<file path="src/rtl/simple_bus_pkg.sv">
// simple_bus_pkg
//   Shared types and widths for the simple_bus initiator.
//   mode_e  : bus_mode encoding (11 is reserved and never driven)
//   state_e : initiator FSM states
package simple_bus_pkg;

    localparam int ADDR_W = 8;
    localparam int DATA_W = 8;

    typedef enum logic [1:0] {
        MODE_NOP   = 2'b00,
        MODE_READ  = 2'b01,
        MODE_WRITE = 2'b10
    } mode_e;

    typedef enum logic [2:0] {
        ST_IDLE  = 3'd0,
        ST_REQ   = 3'd1,
        ST_START = 3'd2,
        ST_WAIT  = 3'd3,
        ST_RESP  = 3'd4
    } state_e;

endpackage

</file>
<file path="src/rtl/simple_bus_wdog.sv">
// simple_bus_wdog
//   Wait-cycle watchdog for the simple_bus initiator.
//   Ports:
//     clk     : clock
//     rst     : synchronous active-high reset
//     clr_i   : clear the count (state entry)
//     inc_i   : a waiting cycle is being spent
//     expired_o : this waiting cycle is the LIMIT-th one
module simple_bus_wdog #(
    parameter int LIMIT = 16
) (
    input  logic clk,
    input  logic rst,
    input  logic clr_i,
    input  logic inc_i,
    output logic expired_o
);

    logic [7:0] cnt_q;

    always_ff @(posedge clk) begin
        if (rst || clr_i) begin
            cnt_q <= 8'd0;
        end else if (inc_i && (cnt_q != 8'hFF)) begin
            cnt_q <= cnt_q + 8'd1;
        end
    end

    // cnt_q holds the number of earlier waiting cycles, so the current
    // cycle is the LIMIT-th one when cnt_q == LIMIT-1.
    assign expired_o = inc_i && (cnt_q == 8'(LIMIT - 1));

endmodule

</file>
<file path="src/rtl/simple_bus_initiator.sv">
// simple_bus_initiator
//   Requester end of simple_bus. Takes one read/write command at a time,
//   arbitrates with bus_req/bus_gnt, issues a one-cycle bus_start with
//   addr/mode/data, waits for bus_ready and returns one response pulse.
//   Optional macro SIMPLE_BUS_INIT_TIMEOUT_EN adds a watchdog that turns
//   a TIMEOUT_CYCLES-long wait for gnt or ready into an error response.
//   Ports:
//     clk, rst                    : clock, synchronous active-high reset
//     cmd_valid/ready/write/addr/wdata : command side (valid/ready accept)
//     rsp_valid/rdata/err         : one-cycle response, no backpressure
//     bus_req/gnt                 : arbitration
//     bus_addr/mode/data_o/start  : transfer issue
//     bus_data_i/ready            : target read data and completion
//   All outputs come from registers or a decode of the state register.
module simple_bus_initiator
    import simple_bus_pkg::*;
#(
    parameter int TIMEOUT_CYCLES = 16
) (
    input  logic              clk,
    input  logic              rst,
    input  logic              cmd_valid,
    output logic              cmd_ready,
    input  logic              cmd_write,
    input  logic [ADDR_W-1:0] cmd_addr,
    input  logic [DATA_W-1:0] cmd_wdata,
    output logic              rsp_valid,
    output logic [DATA_W-1:0] rsp_rdata,
    output logic              rsp_err,
    output logic              bus_req,
    input  logic              bus_gnt,
    output logic [ADDR_W-1:0] bus_addr,
    output logic [DATA_W-1:0] bus_data_o,
    input  logic [DATA_W-1:0] bus_data_i,
    output logic [1:0]        bus_mode,
    output logic              bus_start,
    input  logic              bus_ready
);

    if (TIMEOUT_CYCLES < 2 || TIMEOUT_CYCLES > 255) begin : g_bad_timeout
        $error("simple_bus_initiator: TIMEOUT_CYCLES must be 2..255");
    end

    state_e            state_q;
    logic              write_q;
    logic [ADDR_W-1:0] addr_q;
    logic [DATA_W-1:0] wdata_q;
    logic [DATA_W-1:0] rdata_q;
    logic              err_q;
    logic              wdog_expired;

`ifdef SIMPLE_BUS_INIT_TIMEOUT_EN
    logic wdog_clr;
    logic wdog_inc;

    // Clear on the edges that enter REQ (accept) and WAIT (leaving START).
    assign wdog_clr = ((state_q == ST_IDLE) && cmd_valid) || (state_q == ST_START);
    assign wdog_inc = (state_q == ST_REQ) || (state_q == ST_WAIT);

    simple_bus_wdog #(
        .LIMIT (TIMEOUT_CYCLES)
    ) u_wdog (
        .clk       (clk),
        .rst       (rst),
        .clr_i     (wdog_clr),
        .inc_i     (wdog_inc),
        .expired_o (wdog_expired)
    );
`else
    assign wdog_expired = 1'b0;
`endif

    always_ff @(posedge clk) begin
        if (rst) begin
            state_q <= ST_IDLE;
            write_q <= 1'b0;
            addr_q  <= '0;
            wdata_q <= '0;
            rdata_q <= '0;
            err_q   <= 1'b0;
        end else begin
            case (state_q)
                ST_IDLE: begin
                    if (cmd_valid) begin
                        write_q <= cmd_write;
                        addr_q  <= cmd_addr;
                        wdata_q <= cmd_wdata;
                        rdata_q <= '0;
                        err_q   <= 1'b0;
                        state_q <= ST_REQ;
                    end
                end
                ST_REQ: begin
                    // A grant arriving on the expiring cycle still wins.
                    if (bus_gnt) begin
                        state_q <= ST_START;
                    end else if (wdog_expired) begin
                        err_q   <= 1'b1;
                        state_q <= ST_RESP;
                    end
                end
                ST_START: begin
                    state_q <= ST_WAIT;
                end
                ST_WAIT: begin
                    if (bus_ready) begin
                        rdata_q <= write_q ? '0 : bus_data_i;
                        state_q <= ST_RESP;
                    end else if (wdog_expired) begin
                        err_q   <= 1'b1;
                        state_q <= ST_RESP;
                    end
                end
                ST_RESP: begin
                    state_q <= ST_IDLE;
                end
                default: begin
                    state_q <= ST_IDLE;
                end
            endcase
        end
    end

    logic drive;
    assign drive = (state_q == ST_START) || (state_q == ST_WAIT);

    assign cmd_ready  = (state_q == ST_IDLE);
    assign bus_req    = (state_q == ST_REQ) || drive;
    assign bus_start  = (state_q == ST_START);
    assign bus_addr   = drive ? addr_q : '0;
    assign bus_mode   = drive ? (write_q ? MODE_WRITE : MODE_READ) : MODE_NOP;
    assign bus_data_o = (drive && write_q) ? wdata_q : '0;
    assign rsp_valid  = (state_q == ST_RESP);
    assign rsp_rdata  = (state_q == ST_RESP) ? rdata_q : '0;
    assign rsp_err    = (state_q == ST_RESP) && err_q;

endmodule

</file>
<file path="config.mk">
export PLATFORM = sky130hd
export DESIGN_NAME = simple_bus_initiator
export DESIGN_NICKNAME = d
export VERILOG_FILES = /design/src/rtl/simple_bus_pkg.sv /design/src/rtl/simple_bus_wdog.sv /design/src/rtl/simple_bus_initiator.sv
export SDC_FILE = /design/constraint.sdc
export NUM_CORES = 1
export LEC_CHECK = 0
export ABC_AREA = 0
export CORE_MARGIN = 4
export CORE_UTILIZATION = 25
export CTS_CLUSTER_SIZE = 8
export DETAILED_ROUTE_END_ITERATION = 8
export PLACE_DENSITY_LB_ADDON = 0.1
export SYNTH_ARGS = -nofsm -noshare
export SYNTH_HDL_FRONTEND = slang
export SYNTH_SLANG_ARGS = --single-unit
</file>
<file path="constraint.sdc">
create_clock -name clk -period 2.15 [get_ports clk]
set_input_delay 0.43 -clock clk [delete_from_list [all_inputs] [get_ports clk]]
set_output_delay 0.43 -clock clk [all_outputs]
set_load 0.01 [all_outputs]
</file>
* Word level (Yosys, flattened, before mapping)
Index checks and enable logic that the tools add are counted.
** Operators by class
- Reduce and logical (&&, ||, !) cells :: 8
- Muxes and demuxes :: 13
- Equality and inequality tests :: 7
** Operators with widths (number)
- $mux W8 :: 6
- $pmux W8 S2 :: 1
- $pmux W3 S4 :: 1
- $mux W3 :: 3
- $eq A3 B2 Y1 const B :: 2
- $ne A2 B2 Y1 const B :: 3
- $reduce_and A3 Y1 :: 2
- $mux W2 :: 2
- $eq A3 B1 Y1 const B :: 1
- $eq A3 B3 Y1 const B :: 1
- $logic_not A3 Y1 :: 1
- $logic_or A1 B1 Y1 :: 2
- $reduce_and A2 Y1 :: 1
- $reduce_bool A2 Y1 :: 1
- $logic_and A1 B1 Y1 :: 1
** Word-level totals
- Register bits after elaboration :: 28
- Output and inout bits :: 31

* Longest topological paths before layout
- Word-level depth :: 4
- Mapped depth :: 6
- Depth with buffers taken out :: 3

* Least setup slack after synthesis
No wires, ideal clock.
- Path kind :: flip-flop to output port
- Start :: register state_q[1]
- End :: output bus_data_o[6]
- Data required time :: 1.720 ns
- Data arrival time :: 1.172 ns
- Slack :: 0.548 ns
- Stages on the path, launching flop included :: 5
- Buffers on the path :: 2
- Cell sequence :: dfxtp_1 buf_6 nor2b_1 clkbuf_1 and3_1
** On the way
- Longest elaborated chain between the ends :: 4
- Elaborated cells on any way between the ends :: 5
** RTL lines
- start, declared :: line simple_bus_initiator.sv:44 : state_e state_q;
- start signal, assigned :: line simple_bus_initiator.sv:75 : state_q <= ST_IDLE;
- start signal, assigned :: line simple_bus_initiator.sv:90 : state_q <= ST_REQ;
- start signal, assigned :: line simple_bus_initiator.sv:96 : state_q <= ST_START;
- $eq A3 B2 Y1 :: line simple_bus_initiator.sv:125 : assign drive = (state_q == ST_START) || (state_q == ST_WAIT);
- $logic_or A1 B1 Y1 * :: line simple_bus_initiator.sv:125
- $logic_and A1 B1 Y1 * :: line simple_bus_initiator.sv:132 : assign bus_data_o = (drive && write_q) ? wdata_q : '0;
- $mux W8 * :: line simple_bus_initiator.sv:132
- end, declared :: line simple_bus_initiator.sv:33 : output logic [DATA_W-1:0] bus_data_o,
Mark *: on every way between the ends. The rest lies on a longest branch, timed or not.

* Final worst setup path
- Start :: register state_q[1]
- End :: output rsp_rdata[4]
** On the way
- Longest elaborated chain between the ends :: 2
** RTL lines
- $eq A3 B3 Y1 :: line simple_bus_initiator.sv:134 : assign rsp_rdata = (state_q == ST_RESP) ? rdata_q : '0;
- $mux W8 :: line simple_bus_initiator.sv:134
- end, declared :: line simple_bus_initiator.sv:28 : output logic [DATA_W-1:0] rsp_rdata,
No other way between the ends.

==> run_results.csv <==
group,metric,value,unit
outcome,status,"finished, final reports clean",
timing,hold_slack,454.4,ps
logic_synthesis,postSynthAreaPerCell,8.933,um^2
final_layout,fin_nets,250,
clock_tree,clock_path_buffers,2,
global_routing,grt_overflow,0,
power_and_ir_drop,p_per_area,567.1,nW/um^2
route,wl_per_cell,13.96,um
final_layout,layout.cells.non_filler,291,
power_and_ir_drop,netSwitchingFraction,24.85,%
timing,max_freq,0.4771,GHz
floorplan,rows,27,
hold_path,hold_path_class,"reg2reg",
logic_synthesis,synth-edff-count,0,
critical_path,path_class,"reg2out",
logic_synthesis,syn_area,1411,um^2
route,num_vias,1359,
clock_tree,root_buffer,"clkbuf_8",
global_routing,track_usage,11.50,%
timing,min_period_over_period,97.48,%
logic_synthesis,yosysUniqueCellTypes,28,
logic_synthesis,synth-seq-cells,28,
clock_tree,post-cts-setup-buffers,0,
clock_tree,path_clk_slew,100,ps
logic_synthesis,synthTopCellsByArea,"dfxtp_1, nand2_1, and3_1",
run,max_cap_violations,0,
logic_synthesis,yosys-top-cells-count,"nand2_1, dfxtp_1, and3_1",
floorplan,core_area,5507,um^2
floorplan,dieHeight,83.14,um
timing,setup_viol,0,
global_routing,grt_max_degree,19,
timing,min_period,2096,ps
power_and_ir_drop,power.switching,307.3,uW
power_and_ir_drop,p_comb_share,21.0,%
power_and_ir_drop,ir_drop,0.2719,mV
critical_path,critPathTopFamily,"buffers and inverters",
global_routing,antenna_found_initial,0,
global_routing,grt_pass1_vias,1432,
placement,port_buffers,59,
hold_path,hold_path_depth,2,
timing,drv_slew,0,
route,first_pass_iters,4,
floorplan,dieArea,6911,um^2
floorplan,start_util,25.63,%
critical_path,startpoint_type,"flip-flop",
power_and_ir_drop,power.leakage,0.0009431,uW
critical_path,rrSetupSlack,500,ps
clock_tree,clock_sinks,28,
logic_synthesis,synth_top_area_share,39.72,%
critical_path,cp_max_fo,10,
clock_tree,cts_buffers,3,
power_and_ir_drop,clkPwrFrac,33.5,%
timing,rsz0062_at_grt,"false",
global_routing,grt_first_pass_wirelength,6561,um
placement,dp_hpwl,2990,um
floorplan,io_pins,61,
timing,finalHoldViolations,0,
route,finalWirelength,4061,um
logic_synthesis,synth.most_common_cell,"nand2_1",
critical_path,crit_required,1720,ps
critical_path,reg2regPathDepth,5,
timing,finalSetupTns,0,ps
logic_synthesis,yosysWarnings,0,
final_layout,area.growth.synth_to_final,54.52,%
critical_path,slowest_stage,"clkdlybuf4s50_1",
critical_path,crit_cells,4,
logic_synthesis,syn_inst,158,
critical_path,worstSetupEndpointType,"output port",
critical_path,path_cells,"nor2_1, buf_4, and3_1, clkdlybuf4s50_1",
route,via_per_inst,4.670,
power_and_ir_drop,p_int,929.4,uW
power_and_ir_drop,power.share.sequential,45.4,%
critical_path,crit_buf_inv,2,
floorplan,die_w,83.14,um
route,drtAntennaViolNets,0,
clock_tree,tritoncts,"yes",
placement,gp_congestion,0.7285,
placement,place_inst,286,
final_layout,n_antenna_cell,0,
critical_path,slowest_delay,540,ps
route,post-route-drc-count,0,
clock_tree,clock_latency,270,ps
timing,clock_skew,2.999,ps
logic_synthesis,ys_seq_area_share,39.72,%
final_layout,drive_above_1_share,19.18,%
logic_synthesis,syn-num-nets,188,
placement,dpl_worst_slack,131.2,ps
clock_tree,h-tree-depth,1,
logic_synthesis,yosysTopAreaCell,"dfxtp_1",
route,drt_iter0_drc,61,
critical_path,arrival,1670,ps
timing,fin_ws,54.15,ps
logic_synthesis,ys.flop_type,"dfxtp_1",
logic_synthesis,async_flop_share,0,%
-- repair_timing --
action,in CTS,in global routing
hold endpoints to repair,0,0
hold buffers,0,0
endpoints found under the setup margin,17,16
cloned,0,1
gates resized for setup,5,11
-- power by group through the flow --
stage / Combinational, uW / Sequential [uW] / Clock [uW]
2_1_floorplan: 150 / 567 / 0
3_3_place_gp: 252 / 574 / 0
3_5_place_dp: 258 / 574 / 0
4_1_cts: 260 / 563 / 432
5_1_grt: 283 / 567 / 455
6_report: 260 / 562 / 414
-- metrics by stage --
stage                     power [uW]  utilization [%]  cell area (um^2)
after floorplan                717.3                -              1411
after global placement         825.5            37.67              2074
after detailed placement       832.1            37.67              2074
after CTS                       1255            38.99              2147
after global routing            1305            39.60              2181
final                           1237            39.60              2181
-- layout by cell type, fill, tap and decap left out --
cell             Yosys  final
conb_1               1      1
nand2b_4             1      1
nor4b_1              8      8
nor2b_4              0      1
dfxtp_1             28     27
buf_4                2     10
bufinv_16            0      1
nor4b_4              1      1
nor4b_2              1      1
o21a_1               1      1
dlygate4sd2_1        0      3
nand2_2              2      2
and3_1              16     16
dfxtp_4              0      1
nand2_1             33     33
a31o_2               6      6
nor2_1               5      5
a21oi_2             10     10
dlymetal6s2s_1       0      5
o21ai_4              1      1
clkdlybuf4s50_1      0     51
and3b_2              1      1
a31o_1               2      2
buf_12               1      1
and2_1              10     10
nor3_1               3      3
buf_6                5      2
a21oi_1              9      9
clkbuf_8             0      3
or4b_1               1      1
a311oi_1             1      1
and4b_1              1      1
-- layout make-up --
cell class / count / area [um^2]
Sequential cell: 28 / 564.3
Clock buffer: 3 / 41.29
Clock inverter: 1 / 30.03
Fill cell: 561 / 3326
Timing Repair Buffer: 72 / 716.9
Multi-Input combinational cell: 115 / 738.2
Tap cell: 72 / 90.09
-- logic make-up (layout without fill, tap and decap cells) --
logic type | count (synthesis) | after routing | share of synthesized area [%]
AND/OR/NAND/NOR | 84 | 84 | 34.84
AO/OA/AOI/OAI | 30 | 30 | 16.67
flip-flops | 28 | 28 | 39.72
buffers and inverters | 15 | 76 | 8.510
other | 1 | 1 | 0.2657
-- final timing paths --
kind,start,endpoint
hold reg to reg,wdata_q[1]$_SDFFE_PP0P_,wdata_q[1]$_SDFFE_PP0P_
hold / removal,wdata_q[1]$_SDFFE_PP0P_,wdata_q[1]$_SDFFE_PP0P_
setup / recovery,state_q[1]$_SDFFE_PP0P_,rsp_rdata[4]
setup reg to reg,state_q[1]$_SDFFE_PP0P_,wdata_q[6]$_SDFFE_PP0P_
-- flip-flops by register name, indices dropped and copies added, names as in the netlist --
name and count:
addr_q 8, rdata_q 8, wdata_q 8, state_q 3, write_q 1
-- worst min-delay path, cell delays in order (launching register included) --
cell     delay, ps
dfxtp_1        320
nand2_1         50
a21oi_1         50
-- per-layer routing --
metal	track usage (%)	vias up	part of all wire, %	routed length, um
met5	0	-	0	0
met4	3.566	0	0.59	24
met3	2.778	2	4.7	189
met2	21.06	33	51	2090
met1	13.03	656	43	1756
li1	-	668	-	-
Note: power is estimated with default switching activity, not from simulation.
